`src/rtl/hazard_controller_if.sv`:
```
// Hazard controller bus: ID-stage instruction info in, pipeline control out.
interface hazard_controller_if #(
  parameter int REG_ADDR_WIDTH = 5,
  parameter int COUNT_WIDTH    = 16
);
  logic                      ID_VALID;
  logic [REG_ADDR_WIDTH-1:0] ID_R1;
  logic [REG_ADDR_WIDTH-1:0] ID_R2;
  logic                      ID_USES_R1;
  logic                      ID_USES_R2;
  logic [REG_ADDR_WIDTH-1:0] ID_RD;
  logic                      ID_REG_WRITE;
  logic                      ID_IS_LOAD;
  logic                      EX_BRANCH_TAKEN;
  logic                      STALL;
  logic                      FLUSH;
  logic [1:0]                FWD_X1_SEL;
  logic [1:0]                FWD_X2_SEL;
  logic                      BYPASS_ID_R1;
  logic                      BYPASS_ID_R2;
  logic [COUNT_WIDTH-1:0]    STALL_COUNT;
  logic [COUNT_WIDTH-1:0]    FLUSH_COUNT;

  // Datapath side
  modport master (
    output ID_VALID, ID_R1, ID_R2, ID_USES_R1, ID_USES_R2, ID_RD,
           ID_REG_WRITE, ID_IS_LOAD, EX_BRANCH_TAKEN,
    input  STALL, FLUSH, FWD_X1_SEL, FWD_X2_SEL, BYPASS_ID_R1,
           BYPASS_ID_R2, STALL_COUNT, FLUSH_COUNT
  );

  // Hazard controller side
  modport slave (
    input  ID_VALID, ID_R1, ID_R2, ID_USES_R1, ID_USES_R2, ID_RD,
           ID_REG_WRITE, ID_IS_LOAD, EX_BRANCH_TAKEN,
    output STALL, FLUSH, FWD_X1_SEL, FWD_X2_SEL, BYPASS_ID_R1,
           BYPASS_ID_R2, STALL_COUNT, FLUSH_COUNT
  );
endinterface

```
`src/rtl/hazard_controller.sv`:
```
// Hazard scheduler for a 5-stage RV32I pipeline: scoreboard of EX/MEM/WB,
// load-use stall, branch flush, EX forwarding selects, ID regfile bypass and
// saturating stall/flush counters.
module hazard_controller #(
  parameter int REG_ADDR_WIDTH = 5,
  parameter int COUNT_WIDTH    = 16
) (
  input logic          CLK,
  input logic          RESET,
  hazard_controller_if.slave bus
);

  typedef struct packed {
    logic                      valid;
    logic [REG_ADDR_WIDTH-1:0] rs1;
    logic [REG_ADDR_WIDTH-1:0] rs2;
    logic                      uses_r1;
    logic                      uses_r2;
    logic [REG_ADDR_WIDTH-1:0] rd;
    logic                      reg_write;
    logic                      is_load;
  } slot_t;

  slot_t ex_q, mem_q, wb_q, ex_d;
  logic  load_use_w, stall_w, flush_w;
  logic [COUNT_WIDTH-1:0] stall_cnt_q, stall_cnt_d;
  logic [COUNT_WIDTH-1:0] flush_cnt_q, flush_cnt_d;

  // Per-operand views so forwarding/bypass logic is written once.
  logic [1:0][REG_ADDR_WIDTH-1:0] ex_src, id_src;
  logic [1:0]                     ex_use, id_use, bypass_w;
  logic [1:0][1:0]                fwd_sel_w;

  // Source fields of older slots are carried for debug visibility only.
  logic slot_fields_unused;
  assign slot_fields_unused = ^{mem_q.rs1, mem_q.rs2, mem_q.uses_r1, mem_q.uses_r2,
                                wb_q.rs1, wb_q.rs2, wb_q.uses_r1, wb_q.uses_r2,
                                wb_q.is_load};

  // A slot produces register r only if it is live, writes, and r is not x0.
  function automatic logic writes_reg(input slot_t s, input logic [REG_ADDR_WIDTH-1:0] r);
    return s.valid && s.reg_write && (s.rd == r) && (r != '0);
  endfunction

  assign ex_src = {ex_q.rs2, ex_q.rs1};
  assign ex_use = {ex_q.uses_r2, ex_q.uses_r1};
  assign id_src = {bus.ID_R2, bus.ID_R1};
  assign id_use = {bus.ID_USES_R2, bus.ID_USES_R1};

  // Load in EX feeding an operand ID reads needs one bubble; a flush wins.
  assign load_use_w = bus.ID_VALID && ex_q.is_load &&
                      ((bus.ID_USES_R1 && writes_reg(ex_q, bus.ID_R1)) ||
                       (bus.ID_USES_R2 && writes_reg(ex_q, bus.ID_R2)));
  assign flush_w = bus.EX_BRANCH_TAKEN;
  assign stall_w = load_use_w && !flush_w;

  genvar gi;
  generate
    for (gi = 0; gi < 2; gi++) begin : g_operand
      // MEM (younger) beats WB; a MEM load is never a forwarding source.
      assign fwd_sel_w[gi] =
        !(ex_q.valid && ex_use[gi])                          ? 2'd0 :
        (writes_reg(mem_q, ex_src[gi]) && !mem_q.is_load)     ? 2'd1 :
        writes_reg(wb_q, ex_src[gi])                          ? 2'd2 : 2'd0;
      // Regfile is written at the edge, so ID sees the WB value early.
      assign bypass_w[gi] = bus.ID_VALID && id_use[gi] && writes_reg(wb_q, id_src[gi]);
    end
  endgenerate

  assign bus.STALL        = stall_w;
  assign bus.FLUSH        = flush_w;
  assign bus.FWD_X1_SEL   = fwd_sel_w[0];
  assign bus.FWD_X2_SEL   = fwd_sel_w[1];
  assign bus.BYPASS_ID_R1 = bypass_w[0];
  assign bus.BYPASS_ID_R2 = bypass_w[1];
  assign bus.STALL_COUNT  = stall_cnt_q;
  assign bus.FLUSH_COUNT  = flush_cnt_q;

  // Next EX slot: the ID instruction unless it is a bubble, stalled or flushed.
  always_comb begin
    ex_d = '0;
    if (bus.ID_VALID && !stall_w && !flush_w) begin
      ex_d.valid     = 1'b1;
      ex_d.rs1       = bus.ID_R1;
      ex_d.rs2       = bus.ID_R2;
      ex_d.uses_r1   = bus.ID_USES_R1;
      ex_d.uses_r2   = bus.ID_USES_R2;
      ex_d.rd        = bus.ID_RD;
      ex_d.reg_write = bus.ID_REG_WRITE;
      ex_d.is_load   = bus.ID_IS_LOAD;
    end
  end

  // Saturating increments for the debug counters.
  always_comb begin
    stall_cnt_d = stall_cnt_q;
    flush_cnt_d = flush_cnt_q;
    if (stall_w && (stall_cnt_q != '1)) stall_cnt_d = stall_cnt_q + 1'b1;
    if (flush_w && (flush_cnt_q != '1)) flush_cnt_d = flush_cnt_q + 1'b1;
  end

  // Scoreboard shift: ID -> EX -> MEM -> WB.
  always_ff @(posedge CLK or posedge RESET) begin
    if (RESET) begin
      ex_q  <= '0;
      mem_q <= '0;
      wb_q  <= '0;
    end else begin
      ex_q  <= ex_d;
      mem_q <= ex_q;
      wb_q  <= mem_q;
    end
  end

  // Performance counter registers.
  always_ff @(posedge CLK or posedge RESET) begin
    if (RESET) begin
      stall_cnt_q <= '0;
      flush_cnt_q <= '0;
    end else begin
      stall_cnt_q <= stall_cnt_d;
      flush_cnt_q <= flush_cnt_d;
    end
  end

endmodule
```
`src/flat_wrapper.sv`:
```
// flat-port wrapper written by rule: the top's interface ports become plain ports
module hazard_controller_flat 
#(
  parameter int REG_ADDR_WIDTH = 5,
  parameter int COUNT_WIDTH    = 16
)
  (CLK, RESET, bus_ID_VALID, bus_ID_R1, bus_ID_R2, bus_ID_USES_R1, bus_ID_USES_R2, bus_ID_RD, bus_ID_REG_WRITE, bus_ID_IS_LOAD, bus_EX_BRANCH_TAKEN, bus_STALL, bus_FLUSH, bus_FWD_X1_SEL, bus_FWD_X2_SEL, bus_BYPASS_ID_R1, bus_BYPASS_ID_R2, bus_STALL_COUNT, bus_FLUSH_COUNT);
  hazard_controller_if #(.REG_ADDR_WIDTH(REG_ADDR_WIDTH), .COUNT_WIDTH(COUNT_WIDTH)) bus_i ();
  input logic CLK;
  input logic RESET;
  input wire logic [$bits(bus_i.ID_VALID)-1:0] bus_ID_VALID;
  input wire logic [$bits(bus_i.ID_R1)-1:0] bus_ID_R1;
  input wire logic [$bits(bus_i.ID_R2)-1:0] bus_ID_R2;
  input wire logic [$bits(bus_i.ID_USES_R1)-1:0] bus_ID_USES_R1;
  input wire logic [$bits(bus_i.ID_USES_R2)-1:0] bus_ID_USES_R2;
  input wire logic [$bits(bus_i.ID_RD)-1:0] bus_ID_RD;
  input wire logic [$bits(bus_i.ID_REG_WRITE)-1:0] bus_ID_REG_WRITE;
  input wire logic [$bits(bus_i.ID_IS_LOAD)-1:0] bus_ID_IS_LOAD;
  input wire logic [$bits(bus_i.EX_BRANCH_TAKEN)-1:0] bus_EX_BRANCH_TAKEN;
  output wire logic [$bits(bus_i.STALL)-1:0] bus_STALL;
  output wire logic [$bits(bus_i.FLUSH)-1:0] bus_FLUSH;
  output wire logic [$bits(bus_i.FWD_X1_SEL)-1:0] bus_FWD_X1_SEL;
  output wire logic [$bits(bus_i.FWD_X2_SEL)-1:0] bus_FWD_X2_SEL;
  output wire logic [$bits(bus_i.BYPASS_ID_R1)-1:0] bus_BYPASS_ID_R1;
  output wire logic [$bits(bus_i.BYPASS_ID_R2)-1:0] bus_BYPASS_ID_R2;
  output wire logic [$bits(bus_i.STALL_COUNT)-1:0] bus_STALL_COUNT;
  output wire logic [$bits(bus_i.FLUSH_COUNT)-1:0] bus_FLUSH_COUNT;
  assign bus_i.ID_VALID = bus_ID_VALID;
  assign bus_i.ID_R1 = bus_ID_R1;
  assign bus_i.ID_R2 = bus_ID_R2;
  assign bus_i.ID_USES_R1 = bus_ID_USES_R1;
  assign bus_i.ID_USES_R2 = bus_ID_USES_R2;
  assign bus_i.ID_RD = bus_ID_RD;
  assign bus_i.ID_REG_WRITE = bus_ID_REG_WRITE;
  assign bus_i.ID_IS_LOAD = bus_ID_IS_LOAD;
  assign bus_i.EX_BRANCH_TAKEN = bus_EX_BRANCH_TAKEN;
  assign bus_STALL = bus_i.STALL;
  assign bus_FLUSH = bus_i.FLUSH;
  assign bus_FWD_X1_SEL = bus_i.FWD_X1_SEL;
  assign bus_FWD_X2_SEL = bus_i.FWD_X2_SEL;
  assign bus_BYPASS_ID_R1 = bus_i.BYPASS_ID_R1;
  assign bus_BYPASS_ID_R2 = bus_i.BYPASS_ID_R2;
  assign bus_STALL_COUNT = bus_i.STALL_COUNT;
  assign bus_FLUSH_COUNT = bus_i.FLUSH_COUNT;
  hazard_controller #(.REG_ADDR_WIDTH(REG_ADDR_WIDTH), .COUNT_WIDTH(COUNT_WIDTH)) u_core (.CLK(CLK), .RESET(RESET), .bus(bus_i));
endmodule
```
`config.mk`:
```
export PLATFORM = sky130hd
export DESIGN_NAME = hazard_controller_flat
export DESIGN_NICKNAME = d
export VERILOG_FILES = /design/src/rtl/hazard_controller_if.sv /design/src/rtl/hazard_controller.sv /design/src/flat_wrapper.sv
export SDC_FILE = /design/constraint.sdc
export NUM_CORES = 1
export LEC_CHECK = 0
export CAP_MARGIN = 20
export CORE_MARGIN = 2
export CORE_UTILIZATION = 56
export DETAILED_ROUTE_END_ITERATION = 8
export DONT_BUFFER_PORTS = 1
export GPL_TIMING_DRIVEN = 0
export PLACE_DENSITY = 0.81
export SYNTH_ARGS = -nofsm -noshare
export SYNTH_HDL_FRONTEND = slang
export SYNTH_SLANG_ARGS = --single-unit
```
`constraint.sdc`:
```
create_clock -name CLK -period 2.7 [get_ports CLK]
set_input_delay 0.27 -clock CLK [delete_from_list [all_inputs] [get_ports CLK]]
set_output_delay 0.27 -clock CLK [all_outputs]
set_load 0.05 [all_outputs]
```
After elaboration in Yosys (flattened, before gate mapping)
Cells that the tools add are included.
Widths: inputs -> output; s select.
- equality and inequality tests: 10
- add/subtract/negate cells: 2
- reductions and logical operators: 44
- muxes and demuxes: 7
- operator list (operator ; count):
    $eq 5x5->1 ; 8
    $logic_and 1x1->1 ; 36
    $add 16x1->16 const B ; 2
    $ne 16x16->1 const B ; 2
    $mux 20 ; 1
    $reduce_bool 5->1 ; 4
    $mux 2 ; 6
    $logic_not 1->1 ; 3
    $logic_or 1x1->1 ; 1
- bits in registers: 67
- output and inout bits: 40

Logic depth before layout (Yosys ltp)
- word-level depth: 11
- depth in mapped cells: 7

Worst setup path after synthesis
OpenSTA, ideal clock, no wires.
- path type: register to output
- from: reg u_core.ex_q[15] (netlist name)
- to: out bus_FWD_X1_SEL[1]
- data arrival time: 2626 ps
- setup slack: -196 ps
- required time: 2430 ps
- cell stages (with the launch flop): 5
- cells stage by stage: dfrtp_1 -> or4_1 -> nor2_1 -> nor4_1 -> nor4_1
- word-level cells in the longest chain between the ends: 6
- elaborated cells on any way between the ends: 11
- RTL lines (item ; line ; source):
    start: declaration ; hazard_controller.sv:24 ; slot_t ex_q, mem_q, wb_q, ex_d;
    start signal: assignment ; hazard_controller.sv:105 ; ex_q <= '0;
    start signal: assignment ; hazard_controller.sv:109 ; ex_q <= ex_d;
    $eq 5x5->1 ; hazard_controller.sv:42 ; return s.valid && s.reg_write && (s.rd == r) && (r != '0);
    $logic_and 1x1->1 (2 in a row) ; hazard_controller.sv:42 ;
    $mux 2 or $logic_and 1x1->1 (tied branches) ; hazard_controller.sv:64, hazard_controller.sv:63 ;
    $mux 2 (*) ; hazard_controller.sv:63 ; (writes_reg(mem_q, ex_src[gi]) && !mem_q.is_load) ? 2'd1 :
    $mux 2 (*) ; hazard_controller.sv:62 ; !(ex_q.valid && ex_use[gi]) ? 2'd0 :
    end: declaration ; flat_wrapper.sv:22 ; output wire logic [$bits(bus_i.FWD_X1_SEL)-1:0] bus_FWD_X1_SEL;
Every way passes the cells marked *; elsewhere a longest branch is shown, timed or not.

Final worst setup path
- from: reg u_core.ex_q[3] (netlist name)
- to: out bus_STALL
- word-level cells in the longest chain between the ends: 7
- elaborated cells on any way between the ends: 11
- RTL lines (item ; line ; source):
    $eq 5x5->1 ; hazard_controller.sv:42 ;
    $logic_and 1x1->1 (2 in a row) ; hazard_controller.sv:42 ;
    $logic_and 1x1->1, on equally long branches ; hazard_controller.sv:52, hazard_controller.sv:53 ;
    $logic_or 1x1->1 (*) ; hazard_controller.sv:52 ; ((bus.ID_USES_R1 && writes_reg(ex_q, bus.ID_R1)) ||
    $logic_and 1x1->1 (*) ; hazard_controller.sv:51 ; assign load_use_w = bus.ID_VALID && ex_q.is_load &&
    $logic_and 1x1->1 (*) ; hazard_controller.sv:55 ; assign stall_w = load_use_w && !flush_w;
    end: declaration ; flat_wrapper.sv:20 ; output wire logic [$bits(bus_i.STALL)-1:0] bus_STALL;
Marks and branches as above.

==> impl_metrics.tcl <==
set metrics [dict create \
    synth_seq_cells 67 \
    gp_congestion 0.857 \
    fin_crit_sh_pct 92.4 \
    post-route-cell-area_um2 3610 \
    crit_chain "xnor2_1, nand3_1, nor4_2, nor2_4, buf_6, nor2_2" \
    finalHoldViolations 0 \
    synth.largest_area_cell "dfrtp_1" \
    multi_input_area_um2 1510 \
    die_height_um 79.7 \
    grt_max_degree 47 \
    htreeDepth 3 \
    postSynth.asyncResetShare_pct 100 \
    antenna_found_initial 0 \
    track_usage_pct 23.0 \
    final_common_cell "dfrtp_1" \
    overflow 0 \
    syn-cell-area_um2 3210 \
    clock-root-buffer "clkbuf_8" \
    fin_crit_ps 2490 \
    clockBufferDepth 2 \
    skew_ps 9.06 \
    rsz0062_at_grt "no" \
    yosys_warnings 0 \
    vias_per_cell 5.81 \
    io_buffer_count 0 \
    yosysUniqueCellTypes 39 \
    placed_cell_area_um2 3370 \
    num_rows 27 \
    max_freq_mhz 401 \
    timing.max_cap.violations 0 \
    avgSynthCellArea_um2 11.3 \
    syn_inst 283 \
    finalMaxSlewViolations 0 \
    layout_common_cells "dfrtp_1 (67), xnor2_1 (39), xor2_1 (27), nand4_1 (21), and2_1 (20)" \
    fin_tns_setup_ps 0 \
    worst_slew_pin_slew_ps 799 \
    cp_top_family "simple AND/OR/NAND/NOR gates" \
    synth_top_area_share_pct 52.3 \
    crit_required_ps 2430 \
    routed_wl_um 6330 \
    hpwl_um 4840 \
    die_area_um2 6350 \
    irDropWorstVdd_mv 0.556 \
    max_stage_delay_ps 460 \
    final_nets 325 \
    endpoint_kind "output port" \
    synth_edf_count 0 \
    crit_path_start_kind "flop" \
    arrival_ps 2220 \
    crit_type "flop to output port" \
    initial_core_util_pct 58.3 \
    io_pins 63 \
    setup_viol 0 \
    cp_num_buf_inv 1 \
    post_cts.repair.setup_buffers 0 \
    yosys-top-cells-area "dfrtp_1 (52%), xnor2_1 (11%), xor2_1 (7.4%)" \
    cp_slowest_cell "nor2_2" \
    vias 2190 \
    drive_gt1_share_pct 13.8 \
    wl_per_cell_um 16.8 \
    max_slew_margin_pct 46.3 \
    clock_latency_ps 330 \
    ys_seq_area_share_pct 52.3 \
    drtIter0Drc 185 \
    ant_nets 0 \
    p_per_area_nw_per_um2 659 \
    status "finished, final reports clean" \
    area_delta_synth_final_pct 12.4 \
    synth_fp_nets 308 \
    drc_errors 0 \
    grt_pass1_wl_um 10900 \
    cts_buffers 9 \
    cts.sinks 67 \
    ff_latch_area_um2 1680 \
    power.leakage_uw 0.00161 \
    core_area_um2 5510 \
    hold_path_class "input port to flop" \
    antennaDiodeCount 0 \
    die_w_um 79.7 \
    dr.pass1.iters 4 \
    n_fill_cell 424 \
    grt_pass1_vias 2275 \
    synth-main-ff-cell "dfrtp_1" \
    cts_tree "done" \
    path_max_fanout 10 \
    clkTransAtPathRegs_ps 70 \
    finalPower_uw 2380 \
]
## final cells by class
class                   count  area share (%)
well taps                  72            2.50
clock inverters             4            1.32
clock buffers              12            4.58
multi-input cells         206            42.0
repair buffers              6            1.66
plain buffers               8            1.28
flip-flops and latches     67            46.5
inverters                   2           0.208
## worst paths after layout
kind	startpoint	slack (ps)	end	cells after the start
setup / recovery	u_core.ex_q[3]	210	bus_STALL	6
setup reg to reg	u_core.bus.STALL_COUNT[0]	240	u_core.bus.STALL_COUNT[1]	5
hold reg to reg	u_core.mem_q[19]	380	u_core.wb_q[19]	0
hold / removal	bus_ID_IS_LOAD	60	u_core.ex_q[0]	1
min in group asynchronous	RESET	430	u_core.bus.FLUSH_COUNT[9]	2
max in group asynchronous	RESET	1680	u_core.ex_q[2]	3
## flip-flops by register name (all words and copies together) (netlist names)
name / count
u_core.mem_q: 8
u_core.bus.FLUSH_COUNT: 16
u_core.bus.STALL_COUNT: 16
u_core.ex_q: 20
u_core.wb_q: 7
## stage by stage
stage / std cells / hold slack (ps) / util, % / worst slack (ps)
2_1_floorplan: 283 / 354 / - / 140
3_3_place_gp: 355 / 356 / 60.1 / -23.4
3_5_place_dp: 360 / 209 / 61.3 / -53.0
4_1_cts: 377 / 47.2 / 65.5 / 166
5_1_grt: 377 / 46.8 / 65.5 / 49.1
6_report: 377 / 64.8 / 65.5 / 206
## cell families (layout without fill, tap and decap cells)
family | count (synthesis) | in the layout | share of synthesized area (%)
AOI/OAI and AO/OA | 9 | 9 | 1.95
xor gates and xnor gates | 66 | 66 | 18.0
adders and majority gates | 2 | 2 | 0.780
buffers and inverters | 10 | 32 | 1.68
DFF | 67 | 67 | 52.3
muxes | 3 | 3 | 1.01
and+or+nand+nor | 126 | 126 | 24.3
## repair_timing
| item | 4_1_cts | 5_1_grt |
|---|---|---|
| pin swaps | 0 | 1 |
| endpoints found under the setup margin | 2 | 1 |
| gates resized for setup | 2 | 0 |
| hold buffers | 1 | 0 |
| hold endpoints to repair | 21 | 0 |
## layer usage
metal | vias to the layer above | GRT usage [%] | routed length (µm)
met5 | - | 0 | 0
met4 | 0 | 12.9 | 159
met3 | 15 | 6.33 | 369
met2 | 65 | 36.0 | 3120
met1 | 1078 | 29.0 | 2680
li1 | 1032 | - | -
## synthesized netlist by cell type, drive strengths merged, types with 2 or more instances
master	instances
dfrtp	67
xnor2	39
xor2	27
and2	22
nand4	22
nand3	14
nor2	14
nand2	13
nor4	11
nor3	10
and3	6
or4	5
buf	4
clkbuf	4
and4	3
nor4b	3
a21oi	2
ha	2
inv	2
mux2	2
o21ai	2
## power breakdown
group	internal, µW	switching (µW)	leakage [µW]
sequential	1070	252	0.000899
clock	499	355	0.000108
combinational	93.2	111	0.000606
total	1660	719	0.00161
(Power assumes the default switching activity.)
